<file path="src/rtl/display_source_arbiter_if.sv">
// Bundle between the application datapaths, the display source arbiter and the display controller.
// The master side drives the requests and data. The slave side (the arbiter) drives the grant and display outputs.
interface display_source_arbiter_if #(
    parameter int N_SRC = 4
);
    logic [N_SRC-1:0]    req;
    logic [16*N_SRC-1:0] src_data;
    logic                lock;
    logic [N_SRC-1:0]    grant;
    logic [2:0]          src_idx;
    logic                display_valid;
    logic [15:0]         displayed_num;
    logic                switch_pulse;

    modport master (
        output req, src_data, lock,
        input  grant, src_idx, display_valid, displayed_num, switch_pulse
    );

    modport slave (
        input  req, src_data, lock,
        output grant, src_idx, display_valid, displayed_num, switch_pulse
    );
endinterface

</file>
<file path="src/rtl/display_source_arbiter.sv">
// Round-robin sharing of the seven-segment display between N_SRC sources.
// Each grant is held for a minimum dwell time before it rotates.
module display_source_arbiter #(
    parameter int          N_SRC        = 4,
    parameter int          DWELL_CYCLES = 100_000_000,
    parameter int          CNT_W        = 27,
    parameter logic [15:0] IDLE_VALUE   = 16'h0000
) (
    input logic                     clk,
    input logic                     rst,
    display_source_arbiter_if.slave bus
);
    typedef enum logic {IDLE, SHOW} state_t;

    state_t           state, next_state;
    logic [N_SRC-1:0] grant_q, grant_d;
    logic [2:0]       idx_q, idx_d;
    logic [2:0]       rr_ptr, rr_ptr_d;
    logic [CNT_W-1:0] dwell_cnt, dwell_d;
    logic [15:0]      num_q, num_d;
    logic             valid_q, valid_d;
    logic             pulse_q, pulse_d;

    logic [N_SRC-1:0] others;
    logic [N_SRC-1:0] rotated;
    logic             other_found;
    logic [2:0]       other_idx;
    logic             cur_req;
    logic             expired;
    logic             new_grant;
    logic [2:0]       new_idx;
    logic [15:0]      cur_data;

    always_ff @(posedge clk) begin
        if (rst) begin
            state     <= IDLE;
            grant_q   <= '0;
            idx_q     <= '0;
            rr_ptr    <= '0;
            dwell_cnt <= '0;
            num_q     <= IDLE_VALUE;
            valid_q   <= 1'b0;
            pulse_q   <= 1'b0;
        end else begin
            state     <= next_state;
            grant_q   <= grant_d;
            idx_q     <= idx_d;
            rr_ptr    <= rr_ptr_d;
            dwell_cnt <= dwell_d;
            num_q     <= num_d;
            valid_q   <= valid_d;
            pulse_q   <= pulse_d;
        end
    end

    // The current holder is masked out of the search; since rr_ptr sits just past it,
    // it would have been found last anyway, so expiry falls back to a re-grant.
    always_comb begin
        others      = bus.req & ~grant_q;
        rotated     = N_SRC'({others, others} >> rr_ptr);
        other_found = 1'b0;
        other_idx   = '0;
        for (int k = 0; k < N_SRC; k++) begin
            if (!other_found && rotated[k]) begin
                other_found = 1'b1;
                other_idx   = 3'((int'(rr_ptr) + k) % N_SRC);
            end
        end

        cur_req    = |(bus.req & grant_q);
        expired    = (dwell_cnt == CNT_W'(DWELL_CYCLES - 1));
        next_state = state;
        new_grant  = 1'b0;
        new_idx    = idx_q;

        case (state)
            IDLE: begin
                if (other_found) begin
                    next_state = SHOW;
                    new_grant  = 1'b1;
                    new_idx    = other_idx;
                end
            end
            SHOW: begin
                if (!cur_req) begin
                    if (other_found) begin
                        new_grant = 1'b1;
                        new_idx   = other_idx;
                    end else begin
                        next_state = IDLE;
                    end
                end else if (expired && !bus.lock) begin
                    new_grant = 1'b1;
                    new_idx   = other_found ? other_idx : idx_q;
                end
            end
            default: next_state = IDLE;
        endcase
    end

    // displayed_num follows the source held during the cycle just ending, so it lags grant by one edge.
    always_comb begin
        cur_data = '0;
        for (int i = 0; i < N_SRC; i++) begin
            if (idx_q == 3'(i)) cur_data = bus.src_data[16*i +: 16];
        end

        grant_d  = grant_q;
        idx_d    = idx_q;
        rr_ptr_d = rr_ptr;
        dwell_d  = dwell_cnt;
        num_d    = num_q;
        valid_d  = valid_q;
        pulse_d  = 1'b0;

        if (next_state == IDLE) begin
            grant_d = '0;
            idx_d   = '0;
            dwell_d = '0;
            num_d   = IDLE_VALUE;
            valid_d = 1'b0;
        end else begin
            valid_d = 1'b1;
            num_d   = (state == SHOW) ? cur_data : IDLE_VALUE;
            if (new_grant) begin
                for (int i = 0; i < N_SRC; i++) grant_d[i] = (new_idx == 3'(i));
                idx_d    = new_idx;
                pulse_d  = 1'b1;
                dwell_d  = '0;
                rr_ptr_d = (new_idx == 3'(N_SRC - 1)) ? 3'd0 : new_idx + 3'd1;
            end else if (!expired) begin
                dwell_d = dwell_cnt + 1'b1;
            end
        end
    end

    assign bus.grant         = grant_q;
    assign bus.src_idx       = idx_q;
    assign bus.display_valid = valid_q;
    assign bus.displayed_num = num_q;
    assign bus.switch_pulse  = pulse_q;
endmodule

</file>
<file path="src/flat_wrapper.sv">
// flat-port wrapper written by rule: the top's interface ports become plain ports
module display_source_arbiter_flat 
#(
    parameter int          N_SRC        = 4,
    parameter int          DWELL_CYCLES = 100_000_000,
    parameter int          CNT_W        = 27,
    parameter logic [15:0] IDLE_VALUE   = 16'h0000
)
  (clk, rst, bus_req, bus_src_data, bus_lock, bus_grant, bus_src_idx, bus_display_valid, bus_displayed_num, bus_switch_pulse);
  display_source_arbiter_if #(.N_SRC(N_SRC)) bus_i ();
  input logic clk;
  input logic rst;
  input wire logic [$bits(bus_i.req)-1:0] bus_req;
  input wire logic [$bits(bus_i.src_data)-1:0] bus_src_data;
  input wire logic [$bits(bus_i.lock)-1:0] bus_lock;
  output wire logic [$bits(bus_i.grant)-1:0] bus_grant;
  output wire logic [$bits(bus_i.src_idx)-1:0] bus_src_idx;
  output wire logic [$bits(bus_i.display_valid)-1:0] bus_display_valid;
  output wire logic [$bits(bus_i.displayed_num)-1:0] bus_displayed_num;
  output wire logic [$bits(bus_i.switch_pulse)-1:0] bus_switch_pulse;
  assign bus_i.req = bus_req;
  assign bus_i.src_data = bus_src_data;
  assign bus_i.lock = bus_lock;
  assign bus_grant = bus_i.grant;
  assign bus_src_idx = bus_i.src_idx;
  assign bus_display_valid = bus_i.display_valid;
  assign bus_displayed_num = bus_i.displayed_num;
  assign bus_switch_pulse = bus_i.switch_pulse;
  display_source_arbiter #(.N_SRC(N_SRC), .DWELL_CYCLES(DWELL_CYCLES), .CNT_W(CNT_W), .IDLE_VALUE(IDLE_VALUE)) u_core (.clk(clk), .rst(rst), .bus(bus_i));
endmodule
</file>
<file path="config.mk">
export PLATFORM = sky130hd
export DESIGN_NAME = display_source_arbiter_flat
export DESIGN_NICKNAME = d
export VERILOG_FILES = /design/src/rtl/display_source_arbiter_if.sv /design/src/rtl/display_source_arbiter.sv /design/src/flat_wrapper.sv
export SDC_FILE = /design/constraint.sdc
export NUM_CORES = 1
export LEC_CHECK = 0
export ABC_AREA = 0
export ABC_CLOCK_PERIOD_IN_PS = 2900
export CAP_MARGIN = 20
export CORE_MARGIN = 2
export CORE_UTILIZATION = 46
export DETAILED_ROUTE_END_ITERATION = 10
export GPL_TIMING_DRIVEN = 0
export PLACE_DENSITY = 0.85
export SYNTH_ARGS = -nofsm -noshare
export SYNTH_HDL_FRONTEND = slang
export SYNTH_SLANG_ARGS = --single-unit
export TNS_END_PERCENT = 50
</file>
<file path="constraint.sdc">
create_clock -name clk -period 2.9 [get_ports clk]
set_input_delay 0.58 -clock clk [delete_from_list [all_inputs] [get_ports clk]]
set_output_delay 0.58 -clock clk [all_outputs]
set_load 0.02 [all_outputs]
</file>
==> flow_summary_export.csv <==
group,metric,value,unit
logic_synthesis,syn_nets,360,
die,ioPinCount,96,
logic_synthesis,synthesis.area,0.002952,sq mm
place,dp_hpwl,5735,um
logic_synthesis,ys_types,56,
worst_setup_path,worst-path-max-fanout,7,
logic_synthesis,synth_top_area_cell,"dfxtp_1",
logic_synthesis,synth-seq-cells,55,
routing,drt_first_iter_violations,105,
clock_tree,clk_pin_slew,90,ps
die,dieArea,0.007073,sq mm
sta,tns,0,ps
global_routing,antenna_found_initial,0,
logic_synthesis,synthArstFlopShare,0,%
worst_setup_path,max_stage_delay,500,ps
place,placed_area,0.003999,sq mm
worst_setup_path,cpMaxStageDelayCell,"clkdlybuf4s50_1",
global_routing,grt_max_degree,16,
place,globalplace.congestion,0.8045,
logic_synthesis,synth_edf_count,0,
global_routing,grt_pass1_vias,2486,
routing,ant_nets,0,
sta,period_share,96.62,%
worst_setup_path,worstPathArrival,2980,ps
clock_tree,tritoncts,"done",
logic_synthesis,avgSynthCellArea,10.39,sq um
routing,drtPass1Iterations,5,
run_status,status,"completed",
worst_setup_path,worst_setup_path_end_kind,"register",
power,p_leak,1.581,nW
routing,via_count,2580,
global_routing,grt_use_total,21.07,%
die,core,0.006277,sq mm
sta,period_minus_slack,2802,ps
routing,drt-total-wl,7488,um
clock_tree,cts_made_buffers,5,
clock_tree,root_buffer,"clkbuf_8",
final_layout,synthToLayoutAreaGrowth,43.15,%
worst_hold_path,hold_path_class,"register to register",
logic_synthesis,yosys_most_used_dff,"dfxtp_1",
place,io_buffers,95,
worst_setup_path,crit_type,"primary input to register",
logic_synthesis,yosysWarnings,0,
die,die-height,84.10,um
logic_synthesis,yosysSeqAreaShare,37.30,%
worst_setup_path,path_cells,"clkdlybuf4s50_1 > nor2b_2 > nor3b_1 > o32a_1 > mux2i_2 > o22ai_4 > inv_1 > ha_2 > nor4b_4 > a22oi_1 > nor2_1",
die,num_rows,29,
final_layout,multi_input_area,0.001814,sq mm
final_layout,nets,468,
die,die_w,84.10,um
clock_tree,clkSinkCount,55,
worst_setup_path,required,3080,ps
global_routing,grt_overflow,0,
logic_synthesis,synthCells,284,
sta,setup_viol,0,
sta,fin_worst_skew,8.659,ps
power,vdd_drop_max,0.4320,mV
clock_tree,clk_latency,300,ps
sta,max_freq,0.3569,GHz
routing,via_per_inst,5.489,
final_layout,layout-drive-gt1-share,18.07,%
final_layout,antennaDiodeCount,0,
worst_setup_path,crit_path_start_kind,"primary input",
sta,worst_pin_slew,710.0,ps
final_layout,seq_area,0.001101,sq mm
final_layout,fillCellCount,455,
routing,wl_per_cell,15.93,um
clock_tree,clk_path_buf_depth,2,
clock_tree,ctsHtreeMaxLevel,2,
sta,hold_viol,0,
global_routing,grt_pass1_wl,12010,um
clock_tree,postCtsHoldBufs,0,
run,drv_cap,0,
sta,drv_slew,0,
die,initial_core_util,47.02,%
sta,max-slew-margin-rel,52.30,%
power,power.density,613.9,mW/mm^2
final_layout,design_area,0.004225,sq mm
logic_synthesis,synth_area_leaders,"dfxtp_1 37%, mux4_2 6.9%, mux4_1 6.2%",
logic_synthesis,synth.top_cell.area_share,37.30,%
routing,drc_errors,0,
power by group:
part           leakage, nW  internal (W)  switching (W)
Combinational         1.08      0.000657       0.000588
Sequential           0.447      0.000845      0.0000486
Clock               0.0515      0.000219       0.000237
state kept, by name, summed over array words and instances (netlist names):
signal,flops
u_core.bus.displayed_num,16
u_core.rr_ptr,3
u_core.bus.switch_pulse,1
u_core.bus.src_idx,3
u_core.state,1
u_core.bus.grant,4
u_core.dwell_cnt,27
cell families (layout without fill, tap and decap cells):
kind of cell               after synthesis  in the layout  share of synthesized area [%]
AOI/OAI and AO/OA                       30             30                          8.012
xor gates and xnor gates                26             26                          7.715
adders and majority gates                6              6                          2.459
buffers and inverters                   17            126                          3.985
DFF                                     55             55                          37.30
muxes                                   20             20                          14.46
and+or+nand+nor                        130            130                          26.07
cell type report:
cell class / instances / area share, %
repair buffers: 101 / 23.57
flip-flops and latches: 55 / 26.06
inverters: 5 / 0.4442
clock buffers: 8 / 2.369
plain buffers: 12 / 2.339
multi-input cells: 212 / 42.94
well taps: 77 / 2.280
layout by cell type, fill, tap and decap left out, types with 2 or more instances in the layout:
cell type        instances
a21oi_1                  4
a22o_1                   4
a22o_2                   2
a22oi_1                  2
and2_1                   2
and2b_2                 15
and3_1                   7
and4_1                   2
buf_4                   11
buf_6                    2
clkbuf_1                 4
clkbuf_8                 9
clkdlybuf4s50_1         95
dfxtp_1                 55
ha_1                     4
inv_1                    5
mux2i_1                  2
mux4_1                   7
mux4_2                   9
nand2_1                 16
nand3_1                 16
nand4_1                  4
nand4b_1                 2
nor2_1                  37
nor2b_1                  7
nor3_1                   2
nor3b_1                  3
o211ai_1                 2
o21a_1                   2
or2b_2                   3
xnor2_1                  7
xor2_1                  19
metal layers:
metal	up-vias	track usage (%)	share of wire, %
li1	1240	-	-
met3	18	3.956	6.4
met5	-	0	0
met1	1225	25.69	42
met4	0	6.305	1.8
met2	97	37.66	50
timing repair:
action / in CTS / in global routing
endpoints found under the setup margin: 4 / 1
gates resized for setup: 9 / 7
pin swaps: 1 / 6
buffers inserted: 2 / 4
stage by stage:
| stage | util [%] | worst slack [ps] | hold slack, ps | cells | total power (W) |
|---|---|---|---|---|---|
| 5_1_grt | 67.31 | -1.654 | 581.9 | 470 | 0.002747 |
| 3_5_place_dp | 63.70 | -836.7 | 506.5 | 456 | 0.002026 |
| 4_1_cts | 66.12 | 11.14 | 528.4 | 466 | 0.002554 |
| 2_1_floorplan | - | 213.1 | 471.7 | 284 | 0.001634 |
| 3_3_place_gp | 63.70 | -662.2 | 487.6 | 456 | 0.001996 |
| 6_report | 67.31 | 98.16 | 528.4 | 470 | 0.002594 |
synthesized netlist by cell type, types with 2 or more instances:
cell type and instances:
dfxtp_1 55, nor2_1 37, xor2_1 19, nand2_1 16, nand3_1 16, and2b_2 15, mux4_2 9, nor2b_1 8
and3_1 7, mux4_1 7, xnor2_1 7, buf_4 5, ha_1 5, inv_1 5, a21oi_1 4, a22o_1 4
mux2i_1 4, nand4_1 4, clkbuf_1 3, nor3b_1 3, o21ai_0 3, or2b_2 3, a211oi_1 2, a22o_2 2
a22oi_1 2, and2_1 2, and4_1 2, buf_6 2, clkbuf_8 2, nand4b_1 2, nor3_1 2, o211ai_1 2
o21a_1 2
path summary, 6_finish.rpt:
check / startpoint / end / slack (ps) / cells after the start
worst min-delay path: u_core.dwell_cnt[26]$_SDFFE_PP0P_ / u_core.dwell_cnt[26]$_SDFFE_PP0P_ / 530 / 2
worst max register to register: u_core.dwell_cnt[11]$_SDFFE_PP0P_ / u_core.rr_ptr[2]$_SDFFE_PP0P_ / 200 / 10
worst min register to register: u_core.dwell_cnt[26]$_SDFFE_PP0P_ / u_core.dwell_cnt[26]$_SDFFE_PP0P_ / 530 / 2
worst max-delay path: bus_req[0] / u_core.rr_ptr[2]$_SDFFE_PP0P_ / 100 / 11
critical path: cells and delay by family:
kind,cells,cell delay [ps]
AND/OR/NAND/NOR,4,730
AO/OA/AOI/OAI,3,510
adder cells (fa/ha/maj),1,220
multiplexers,1,330
buffers and inverters,2,600
No activity file was read; power rests on OpenSTA's default activity.
